--- config.mk ---
export PLATFORM = sky130hd
export DESIGN_NAME = fht_io_ctrl
export DESIGN_NICKNAME = d
export VERILOG_FILES = /design/src/rtl/fht_io_ctrl.sv
export SDC_FILE = /design/constraint.sdc
export NUM_CORES = 1
export LEC_CHECK = 0
export CORE_MARGIN = 10
export CORE_UTILIZATION = 35
export CTS_BUF_LIST = sky130_fd_sc_hd__clkbuf_2
export DETAILED_ROUTE_END_ITERATION = 8
export PLACE_DENSITY = 0.67
export SLEW_MARGIN = 15
export SYNTH_ARGS = -nofsm -noshare
export SYNTH_HDL_FRONTEND = slang
export SYNTH_SLANG_ARGS = --single-unit
--- constraint.sdc ---
create_clock -name iCLK -period 3.5 [get_ports iCLK]
set_input_delay 0.35 -clock iCLK [delete_from_list [all_inputs] [get_ports iCLK]]
set_output_delay 0.35 -clock iCLK [all_outputs]
set_load 0.03 [all_outputs]
--- src/rtl/fht_io_ctrl.sv ---
// fht_io_ctrl: loads N samples into the 4 FHT bank RAMs, kicks the FHT controller, then streams the results out.
// Define FHT_IO_BITREV_EN to scatter incoming samples to bit-reversed positions; otherwise they are written in arrival order.
module fht_io_ctrl #(
    parameter int A_BIT = 8,
    parameter int N_BIT = A_BIT + 2,
    parameter int D_BIT = 16
) (
    input  logic             iCLK,
    input  logic             iRESET,
    input  logic [D_BIT-1:0] iDATA,
    input  logic             iVALID,
    output logic             oREADY,
    output logic [D_BIT-1:0] oWR_DATA,
    output logic [A_BIT-1:0] oWR_ADDR,
    output logic [3:0]       oWE,
    output logic             oSTART,
    input  logic             iFHT_RDY,
    output logic [A_BIT-1:0] oRD_ADDR,
    output logic [1:0]       oRD_BANK,
    input  logic [D_BIT-1:0] iRD_DATA,
    output logic [D_BIT-1:0] oDATA,
    output logic             oVALID,
    input  logic             iREADY
);
    typedef enum logic [2:0] {
        LOAD      = 3'd0,
        KICK      = 3'd1,
        BUSY_WAIT = 3'd2,
        RUN       = 3'd3,
        UNLOAD    = 3'd4
    } state_t;

    localparam logic [N_BIT-1:0] CNT_ONE  = {{(N_BIT-1){1'b0}}, 1'b1};
    localparam logic [N_BIT-1:0] CNT_LAST = {N_BIT{1'b1}};

    function automatic logic [N_BIT-1:0] bitrev(input logic [N_BIT-1:0] v);
        logic [N_BIT-1:0] r;
        for (int i = 0; i < N_BIT; i++) begin
            r[i] = v[N_BIT-1-i];
        end
        return r;
    endfunction

    state_t           state_r, state_nxt_s;
    logic [N_BIT-1:0] n_r, m_r, out_cnt_r, widx_s;
    logic             ready_r, start_r, rd_done_r, inflight_r;
    logic [3:0]       we_r;
    logic [A_BIT-1:0] wr_addr_r;
    logic [D_BIT-1:0] wr_data_r;
    logic [D_BIT-1:0] fifo_r [2];
    logic             wr_ptr_r, rd_ptr_r;
    logic [1:0]       occ_r;
    logic [2:0]       level_s;
    logic             accept_s, pop_s, push_s, issue_s, last_in_s, last_out_s;

    // Handshake decode and read-issue decision
    always_comb begin
        accept_s   = 1'b0;
        widx_s     = '0;
        pop_s      = 1'b0;
        push_s     = 1'b0;
        level_s    = 3'd0;
        issue_s    = 1'b0;
        last_in_s  = 1'b0;
        last_out_s = 1'b0;
        accept_s   = (state_r == LOAD) && iVALID && ready_r;
`ifdef FHT_IO_BITREV_EN
        widx_s     = bitrev(n_r);
`else
        widx_s     = n_r;
`endif
        pop_s      = (occ_r != 2'd0) && iREADY;
        push_s     = inflight_r;
        // Reads in flight are counted as occupied so a 2-deep FIFO never overflows yet sustains 1/cycle.
        level_s    = {1'b0, occ_r} - {2'b00, pop_s} + {2'b00, inflight_r};
        issue_s    = (state_r == UNLOAD) && !rd_done_r && (level_s < 3'd2);
        last_in_s  = accept_s && (n_r == CNT_LAST);
        last_out_s = (state_r == UNLOAD) && pop_s && (out_cnt_r == CNT_LAST);
    end

    // Next-state logic
    always_comb begin
        state_nxt_s = state_r;
        case (state_r)
            LOAD: begin
                if (last_in_s) state_nxt_s = KICK;
                else           state_nxt_s = LOAD;
            end
            KICK: state_nxt_s = BUSY_WAIT;
            BUSY_WAIT: begin
                // rdy is still high for a cycle after the start pulse; only a low rdy means the run began.
                if (!iFHT_RDY) state_nxt_s = RUN;
                else           state_nxt_s = BUSY_WAIT;
            end
            RUN: begin
                if (iFHT_RDY) state_nxt_s = UNLOAD;
                else          state_nxt_s = RUN;
            end
            UNLOAD: begin
                if (last_out_s) state_nxt_s = LOAD;
                else            state_nxt_s = UNLOAD;
            end
            default: state_nxt_s = LOAD;
        endcase
    end

    // State register
    always_ff @(posedge iCLK or negedge iRESET) begin
        if (!iRESET) state_r <= LOAD;
        else         state_r <= state_nxt_s;
    end

    // Load side: sample counter, input ready and single-cycle bank write
    always_ff @(posedge iCLK or negedge iRESET) begin
        if (!iRESET) begin
            n_r       <= '0;
            ready_r   <= 1'b1;
            we_r      <= 4'b0000;
            wr_addr_r <= '0;
            wr_data_r <= '0;
            start_r   <= 1'b0;
        end else begin
            start_r <= (state_r == KICK);
            if (accept_s) begin
                n_r       <= n_r + CNT_ONE;
                we_r      <= 4'b0001 << widx_s[N_BIT-1:A_BIT];
                wr_addr_r <= widx_s[A_BIT-1:0];
                wr_data_r <= iDATA;
            end else begin
                we_r <= 4'b0000;
            end
            if (last_in_s)       ready_r <= 1'b0;
            else if (last_out_s) ready_r <= 1'b1;
            else                 ready_r <= ready_r;
        end
    end

    // Unload side: natural-order read counter and output transfer counter
    always_ff @(posedge iCLK or negedge iRESET) begin
        if (!iRESET) begin
            m_r        <= '0;
            rd_done_r  <= 1'b0;
            inflight_r <= 1'b0;
            out_cnt_r  <= '0;
        end else begin
            inflight_r <= issue_s;
            if (issue_s) begin
                m_r       <= m_r + CNT_ONE;
                rd_done_r <= (m_r == CNT_LAST);
            end else if (last_out_s) begin
                rd_done_r <= 1'b0;
            end else begin
                rd_done_r <= rd_done_r;
            end
            if (last_out_s)  out_cnt_r <= '0;
            else if (pop_s)  out_cnt_r <= out_cnt_r + CNT_ONE;
            else             out_cnt_r <= out_cnt_r;
        end
    end

    // Two-entry output FIFO fed by the bank read data
    always_ff @(posedge iCLK or negedge iRESET) begin
        if (!iRESET) begin
            fifo_r[0] <= '0;
            fifo_r[1] <= '0;
            wr_ptr_r  <= 1'b0;
            rd_ptr_r  <= 1'b0;
            occ_r     <= 2'd0;
        end else begin
            if (push_s) begin
                fifo_r[wr_ptr_r] <= iRD_DATA;
                wr_ptr_r         <= ~wr_ptr_r;
            end
            if (pop_s) rd_ptr_r <= ~rd_ptr_r;
            case ({push_s, pop_s})
                2'b10:   occ_r <= occ_r + 2'd1;
                2'b01:   occ_r <= occ_r - 2'd1;
                default: occ_r <= occ_r;
            endcase
        end
    end

    assign oREADY   = ready_r;
    assign oWE      = we_r;
    assign oWR_ADDR = wr_addr_r;
    assign oWR_DATA = wr_data_r;
    assign oSTART   = start_r;
    assign oRD_BANK = m_r[N_BIT-1:A_BIT];
    assign oRD_ADDR = m_r[A_BIT-1:0];
    assign oDATA    = fifo_r[rd_ptr_r];
    assign oVALID   = (occ_r != 2'd0);

endmodule
**Word-level counts from Yosys, hierarchy flattened**

Index checks and enable logic that the tools add are counted.

- Input bits: 37
- Word-level logic and storage cells: 76
- Output and inout bits: 57
- Register bits after elaboration: 101

- Add/sub/neg operators: 7
- Shift operators: 1
- Bitwise operators: 4
- Equality and inequality tests: 9
- Multiplexer cells: 19
- Order comparisons: 4
- Reductions and logical operators: 16

Operators by type and width:

| operator | count |
|---|---|
| $mux W16 | 4 |
| $bwmux W32 | 1 |
| $add A10 B1 Y10 const B | 3 |
| $eq A10 B10 Y1 const B | 3 |
| $mux W10 | 2 |
| $demux W16 S1 | 1 |
| $pmux W3 S5 | 1 |
| $reduce_bool A2 Y1 | 5 |
| $logic_and A1 B1 Y1 | 9 |
| $eq A3 B2 Y1 const B | 2 |
| $mux W1 | 6 |
| $mux W3 | 2 |
| $ge A2 B2 Y1 const B | 2 |
| $mux W4 | 1 |
| $not A1 Y2 | 2 |
| $pmux W2 S2 | 1 |
| $shl A1 B2 Y4 const A | 1 |
| $add A3 B1 Y3 | 1 |
| $eq A3 B1 Y1 const B | 1 |
| $eq A3 B3 Y1 const B | 1 |
| $logic_not A3 Y1 | 1 |
| $lt A3 B2 Y1 const B | 1 |
| $sub A2 B1 Y3 | 1 |
| $add A2 B1 Y2 const B | 1 |
| 6 further kinds | 7 |

**Longest topological paths before layout**

Gate-level depths: netlist (run 1).

- Depth after elaboration: 7
- Mapped depth: 10
- Depth with buffers taken out: 9

**Worst setup path before layout (run 1)**

Ideal clock, no wire load.

- Kind: reg2reg
- Start point: register occ_r[0]
- End point: register m_r[1]
- Path buffers: 1
- Data required time: 3.375 ns
- Arrival: 2.392 ns
- Slack: 0.984 ns
- Stages on the path, launching flop included: 10
- Period minus slack after synthesis: 2.516 ns
- Setup time: 0.125 ns
- Path through: dfrtp_1 -> o21ai_4 -> inv_4 -> ha_1 -> nand2b_1 -> fa_1 -> nor2b_1 -> and3_1 -> buf_2 -> mux2_2

- Cells in the longest elaborated chain, start to end: 6

Ends and longest elaborated chain:

| item | RTL line | text |
|---|---|---|
| start: declaration | 52 | `logic [1:0] occ_r;` |
| start signal: assignment | 176 | `2'b10: occ_r <= occ_r + 2'd1;` |
| start signal: assignment | 177 | `2'b01: occ_r <= occ_r - 2'd1;` |
| start signal: assignment | 178 | `default: occ_r <= occ_r;` |
| $reduce_bool A2 Y1 | 72 | `pop_s = (occ_r != 2'd0) && iREADY;` |
| $logic_and A1 B1 Y1 | 72 |  |
| via pop_s | 54 | `logic accept_s, pop_s, push_s, issue_s, last_in_s, last_out_s;` |
| $sub A2 B1 Y3 | 75 | `level_s = {1'b0, occ_r} - {2'b00, pop_s} + {2'b00, inflight_r};` |
| $add A3 B1 Y3 | 75 |  |
| $lt A3 B2 Y1 | 76 | `issue_s = (state_r == UNLOAD) && !rd_done_r && (level_s < 3'd2);` |
| $logic_and A1 B1 Y1 | 76 |  |
| via issue_s | 54 |  |
| end signal: assignment | 148 | `m_r <= m_r + CNT_ONE;` |
| end: declaration | 45 | `logic [N_BIT-1:0] n_r, m_r, out_cnt_r, widx_s;` |

The timed path passes the listed nets, and every way through them passes these cells.
A chain may end at the register's enable or synchronous reset.

**Final worst setup path (run 1)**

- Start point: register rd_ptr_r
- End point: output port oDATA[6]

- Cells in the longest elaborated chain, start to end: 4

Ends and longest elaborated chain:

| item | RTL line | text |
|---|---|---|
| start: declaration | 51 | `logic wr_ptr_r, rd_ptr_r;` |
| start signal: assignment | 174 | `if (pop_s) rd_ptr_r <= ~rd_ptr_r;` |
| $not A1 Y2 (implied by the code) | 190 | `assign oDATA = fifo_r[rd_ptr_r];` |
| $mux W16 (implied by the code) (3 in a row) | 190 |  |
| end: declaration | 21 | `output logic [D_BIT-1:0] oDATA,` |

Every way passes these cells. The select of a mux whose other input is x is not followed.

==> out/results.txt, run 1 <==
R2r worst-path depth: 8
Clock Tree Root: clkbuf_2
Final Setup Violations: 0
1st-iter DRT viols: 98
Nets: 453
Synth async-reset ratio: 1.00
Netlist Area Pre-Place: 4270 µm²
CTS Buffer Depth: 2
Yosys Warn Count: 0
Worst EP required: 3.15 ns
Sequential share of the synthesized area: 0.593
Max-slew violations: 0
Status: completed
Die height: 130 µm
Crit path time final: 2.84 ns
Clock-pin slew on the worst setup and hold paths: 0.26 ns
F_max: 353 MHz
Inst Count DP: 545
Initial antenna violation count: 0
Starting Density: 0.357
# resized after CTS: 0
Crit path DAT: 2.49 ns
Setup tns final: 0 ns
CP startpoint kind: flop
Leak pwr: 2.52 nW
Vias per Instance: 4.84
Clock Sinks: 101
Routed Antenna Nets: 0
EDFF count, synth: 0
Post-Route WL: 9050 µm
Main synth FF type: dfrtp_1
Most common cell after layout, fill and taps aside: dfrtp_1
Post-CTS Hold Buffers: 1
Most frequent cells in the layout: dfrtp_1 (100), clkdlybuf4s50_1 (92), mux2_2 (73)
Final core utilization: 0.454
Dpl hpwl: 6540 µm
Hold Crit Class: in2async
Die ar.: 17,000 µm²
Die width: 130 µm
Total Routing Usage GR: 0.113
Port buffer count: 93
Core Box Area: 12,000 µm²
Max_cap viols: 0
FF-to-FF Start: occ_r[1]$_DFFE_PN0P_
CTS tree: yes
H-tree Lvls: 3
FP Rows: 40
Worst Tran Pin Value: 1.03 ns
Routed vias: 2,716
Fin crit share: 0.810
Vias in the first global route: 2,921
Layout area overhead: 27.3%
PD cells: 437 nW/µm²
Crit end category: primary output
Final cell count without fillers: 561
Clock Skews: 0.0242 ns
Yosys cell types: 36
Rel. slew slack: 0.311
Largest net degree at the start of global routing: 61
First-pass GRT wire length: 15,100 µm
Setup CP Type: reg2out
RSZ-0062 raised after global routing: false
Worst Setup SP: rd_ptr_r$_DFFE_PN0P_
Gp weighted congestion: 0.716
TritonCTS Buffers: 9
Synth Instances: 312
Setup Buffers After CTS: 0
Seq cells post-synth: 101
I/O Pins: 94
Share of cells above drive strength 1: 0.237
CP max FO: 17
TritonRoute pass-1 iters: 4
Syn_area_per_cell: 13.7 µm²
GRT overflow: 0
Clock Latency Late Sink: 0.54 ns
Final Hold Vio Count: 0
Worst vdd ir: 0.184 mV
Syn_nets: 355
Antenna diodes: 0
Wire per inst: 16.1 µm
Residual DRC count: 0
## cell families (layout without fill, tap and decap cells)
family                   Yosys count  in the layout  synth area share
buffers and inverters             15            117            0.0191
flip-flops                       101            101             0.593
XOR/XNOR                          32             32            0.0657
AND/OR/NAND/NOR                   78             78            0.0988
AO/OA/AOI/OAI                      7              7            0.0117
multiplexers                      73             73             0.193
adder cells (fa/ha/maj)            6              6            0.0194
## metal layers
metal	vias up	GRT usage	share of wire
met3	7	0.0717	0.12
met5	-	0	0
met1	1349	0.131	0.43
met2	78	0.173	0.44
met4	0	0.0255	0.0087
li1	1282	-	-
## critical path, stage by stage, from the launching register on
cell	delay, ns
dfrtp_1	0.93
mux2_2	0.42
clkdlybuf4s50_1	0.60
## metrics by stage
stage	hold slack [ns]	setup WS [ns]	power, mW	cell area, µm²
after floorplan	0.0544	0.984	1.70	4270
after global placement	0.464	0.553	1.93	5340
after detailed placement	0.469	0.527	1.94	5340
after CTS	0.327	0.585	2.42	5430
after global routing	0.294	0.459	2.52	5430
final	0.373	0.665	2.37	5430
## path summary, 6_finish.rpt
| kind | slack, ns | to |
|---|---|---|
| worst max-delay path | 0.66 | oDATA[6] |
| worst min-delay path | 0.37 | fifo_r[19]$_DFFE_PN0P_ |
| worst max register to register | 0.73 | m_r[1]$_DFFE_PN0P_ |
| worst min register to register | 0.50 | out_cnt_r[6]$_DFFE_PN0P_ |
| max in group asynchronous | 2.27 | oREADY$_DFFE_PN1P_ |
| min in group iCLK | 0.41 | oWR_DATA[3]$_DFFE_PN0P_ |
## registers in the layout, indices dropped and copies added (netlist names)
| signal | cells |
|---|---|
| n_r | 10 |
| rd_ptr_r | 1 |
| out_cnt_r | 10 |
| oREADY | 1 |
| fifo_r | 32 |
| wr_ptr_r | 1 |
| occ_r | 2 |
| rd_done_r | 1 |
| oSTART | 1 |
| inflight_r | 1 |
| m_r | 10 |
| state_r | 3 |
| oWR_DATA | 16 |
| oWE | 4 |
| oWR_ADDR | 8 |
## synth_stat cells, drive strengths merged, types with 3 or more instances
library cell    n  share of area
ha              5          0.015
buf             9          0.013
nand4           7          0.010
dfrtp         100           0.59
nand2          18          0.016
xor2            8          0.016
xnor2          24          0.049
nor3            4         0.0047
o21ai           4         0.0073
and3           14          0.022
inv             5         0.0050
and4            4         0.0088
nand3           8         0.0094
nor2           12          0.011
mux2           73           0.19
nand2b          3         0.0044
## cell type report
class / count / area [µm²]
clock buffer: 11 / 55.1
inverter: 5 / 21.3
timing repair buffer: 97 / 961
multi-input combinational: 196 / 1660
clock inverter: 4 / 26.3
fill: 1134 / 6530
tap: 147 / 184
sequential: 101 / 2530
## power by group
| group | internal (mW) | leakage, nW | switching [mW] |
|---|---|---|---|
| combinational | 0.299 | 1.12 | 0.278 |
| sequential | 1.23 | 1.35 | 0.108 |
| clock | 0.0922 | 0.0477 | 0.367 |
| total | 1.62 | 2.52 | 0.753 |
Note: power is estimated with default switching activity, not from simulation.
==> run 2: changes to the inputs <==
Settings changed: PLACE_DENSITY 0.67 to 0.69.
Clock period 3.5 ns to 2.4 ns, I/O delays scaled along.
==> run 2 against run 1 <==
Combinational power increased by 72%. Register-to-register slack got worse by 0.68 ns. Critical path depth increased by 6. Non-clock buffer count increased by 8. Global-route usage about the same. First-iteration DRC count increased by 120%. Flip-flop and latch count unchanged. Sequential power increased by 41%. Critical endpoint is now m_r[1]$_DFFE_PN0P_.
==> out/results.txt, run 2 (synthesis results as in run 1) <==
1st-iter DRT viols: 218
Multi-input logic area: 1700 µm²
Die width: 130 µm
Most common cell after layout, fill and taps aside: dfrtp_1
Vias per Instance: 4.80
CP max FO: 8
Rel. slew slack: 0.502
Layout area overhead: 30.7%
Fillers: 1,101
Crit path DAT: 2.78 ns
Routed Antenna Nets: 0
R2R Setup Slk: 0.05 ns
FF-to-FF Start: occ_r[1]$_DFFE_PN0P_
Die height: 130 µm
Worst EP required: 2.83 ns
RSZ-0062 raised after global routing: true
Status: completed
First-pass GRT wire length: 15,100 µm
Final Hold Vio Count: 0
FF+latch area: 2530 µm²
Max reg flops: 32
Clock Tree Root: clkbuf_2
Final Setup Violations: 0
Largest net degree at the start of global routing: 60
F_max: 426 MHz
I/O Pins: 94
Wire per inst: 16.0 µm
GRT overflow: 0
Most frequent cells in the layout: dfrtp_1 (98), clkdlybuf4s50_1 (77), mux2_2 (72)
FP Rows: 40
Routed vias: 2,738
Total Routing Usage GR: 0.113
Residual DRC count: 0
CTS tree: yes
RR Endpoint: m_r[1]$_DFFE_PN0P_
TritonCTS Buffers: 9
Clock-pin slew on the worst setup and hold paths: 0.27 ns
Setup tns final: 0 ns
Nets: 461
Worst Tran Pin Value: 0.747 ns
Starting Density: 0.357
Hold Crit Class: in2async
CTS Buffer Depth: 2
H-tree Lvls: 3
CP startpoint kind: flop
Setup CP Type: reg2reg
Dpl hpwl: 6610 µm
Worst vdd ir: 0.217 mV
Clock Skews: 0.0497 ns
Most flop-heavy register: fifo_r
R2r worst-path depth: 8
Crit path time final: 2.35 ns
Inst Count DP: 553
Core Box Area: 12,000 µm²
Initial antenna violation count: 1
Share of cells above drive strength 1: 0.270
Die ar.: 17,000 µm²
Clock Latency Late Sink: 0.56 ns
Leak pwr: 2.65 nW
Max_cap viols: 0
Vias in the first global route: 3,003
Max-slew violations: 0
Post-Route WL: 9140 µm
PD cells: 660 nW/µm²
Gp weighted congestion: 0.756
Clock Sinks: 101
Port buffer count: 93
Final cell count without fillers: 571
TritonRoute pass-1 iters: 4
Crit end category: flop
Fin crit share: 0.979
## run 2: area by class of cell
class / instances / area share
inverter: 5 / 0.00381
tap: 147 / 0.0330
clock inverter: 6 / 0.0110
clock buffer: 10 / 0.00897
sequential: 101 / 0.454
multi-input combinational: 196 / 0.304
antenna: 1 / 0.000449
timing repair buffer: 105 / 0.185
## run 2: power breakdown
group	switching (mW)	internal (mW)
logic	0.509	0.485
clock network	0.556	0.244
registers	0.0916	1.80
## run 2: through the flow
step / cell area (µm²) / setup WS [ns] / hold WS (ns) / utilization / power (mW)
2_1_floorplan: 4300 / 0.00671 / -0.0556 / - / 2.50
3_3_place_gp: 5450 / -0.215 / 0.348 / 0.456 / 2.91
3_5_place_dp: 5450 / -0.244 / 0.357 / 0.456 / 2.94
4_1_cts: 5560 / 0.00573 / 0.188 / 0.465 / 3.72
5_1_grt: 5580 / -0.0114 / 0.188 / 0.466 / 3.89
6_report: 5580 / 0.0503 / 0.247 / 0.466 / 3.68
## run 2: metal layers
metal,GRT usage,wire [µm]
met5,0,0
met1,0.129,3860
met3,0.0306,488
met2,0.191,4630
met4,0.0602,165
## run 2: worst max-delay path, cell delays in order (launching register included)
cell and delay (ns):
dfrtp_2 0.49, o21ai_4 0.19, inv_4 0.06, ha_4 0.20, nand2b_4 0.13, fa_1 0.41
xnor2_2 0.18, and3_4 0.27, mux2_4 0.30
## run 2: repair_timing
| item | CTS | global route |
|---|---|---|
| endpoints found under the hold margin | 57 | 0 |
| pin swaps | 0 | 1 |
| buffers inserted | 0 | 0 |
| hold buffers | 1 | 0 |
| endpoints found under the setup margin | 19 | 5 |
| gates resized for setup | 17 | 3 |
## run 2: how the worst max path moves through the flow
| stage | start | to |
|---|---|---|
| after floorplan | occ_r[1]$_DFFE_PN0P_ | m_r[1]$_DFFE_PN0P_ |
| after global placement | iREADY | m_r[1]$_DFFE_PN0P_ |
| after detailed placement | iREADY | m_r[1]$_DFFE_PN0P_ |
| after CTS | occ_r[0]$_DFFE_PN0P_ | oVALID |
| after global routing | occ_r[1]$_DFFE_PN0P_ | m_r[1]$_DFFE_PN0P_ |
| final | occ_r[1]$_DFFE_PN0P_ | m_r[1]$_DFFE_PN0P_ |
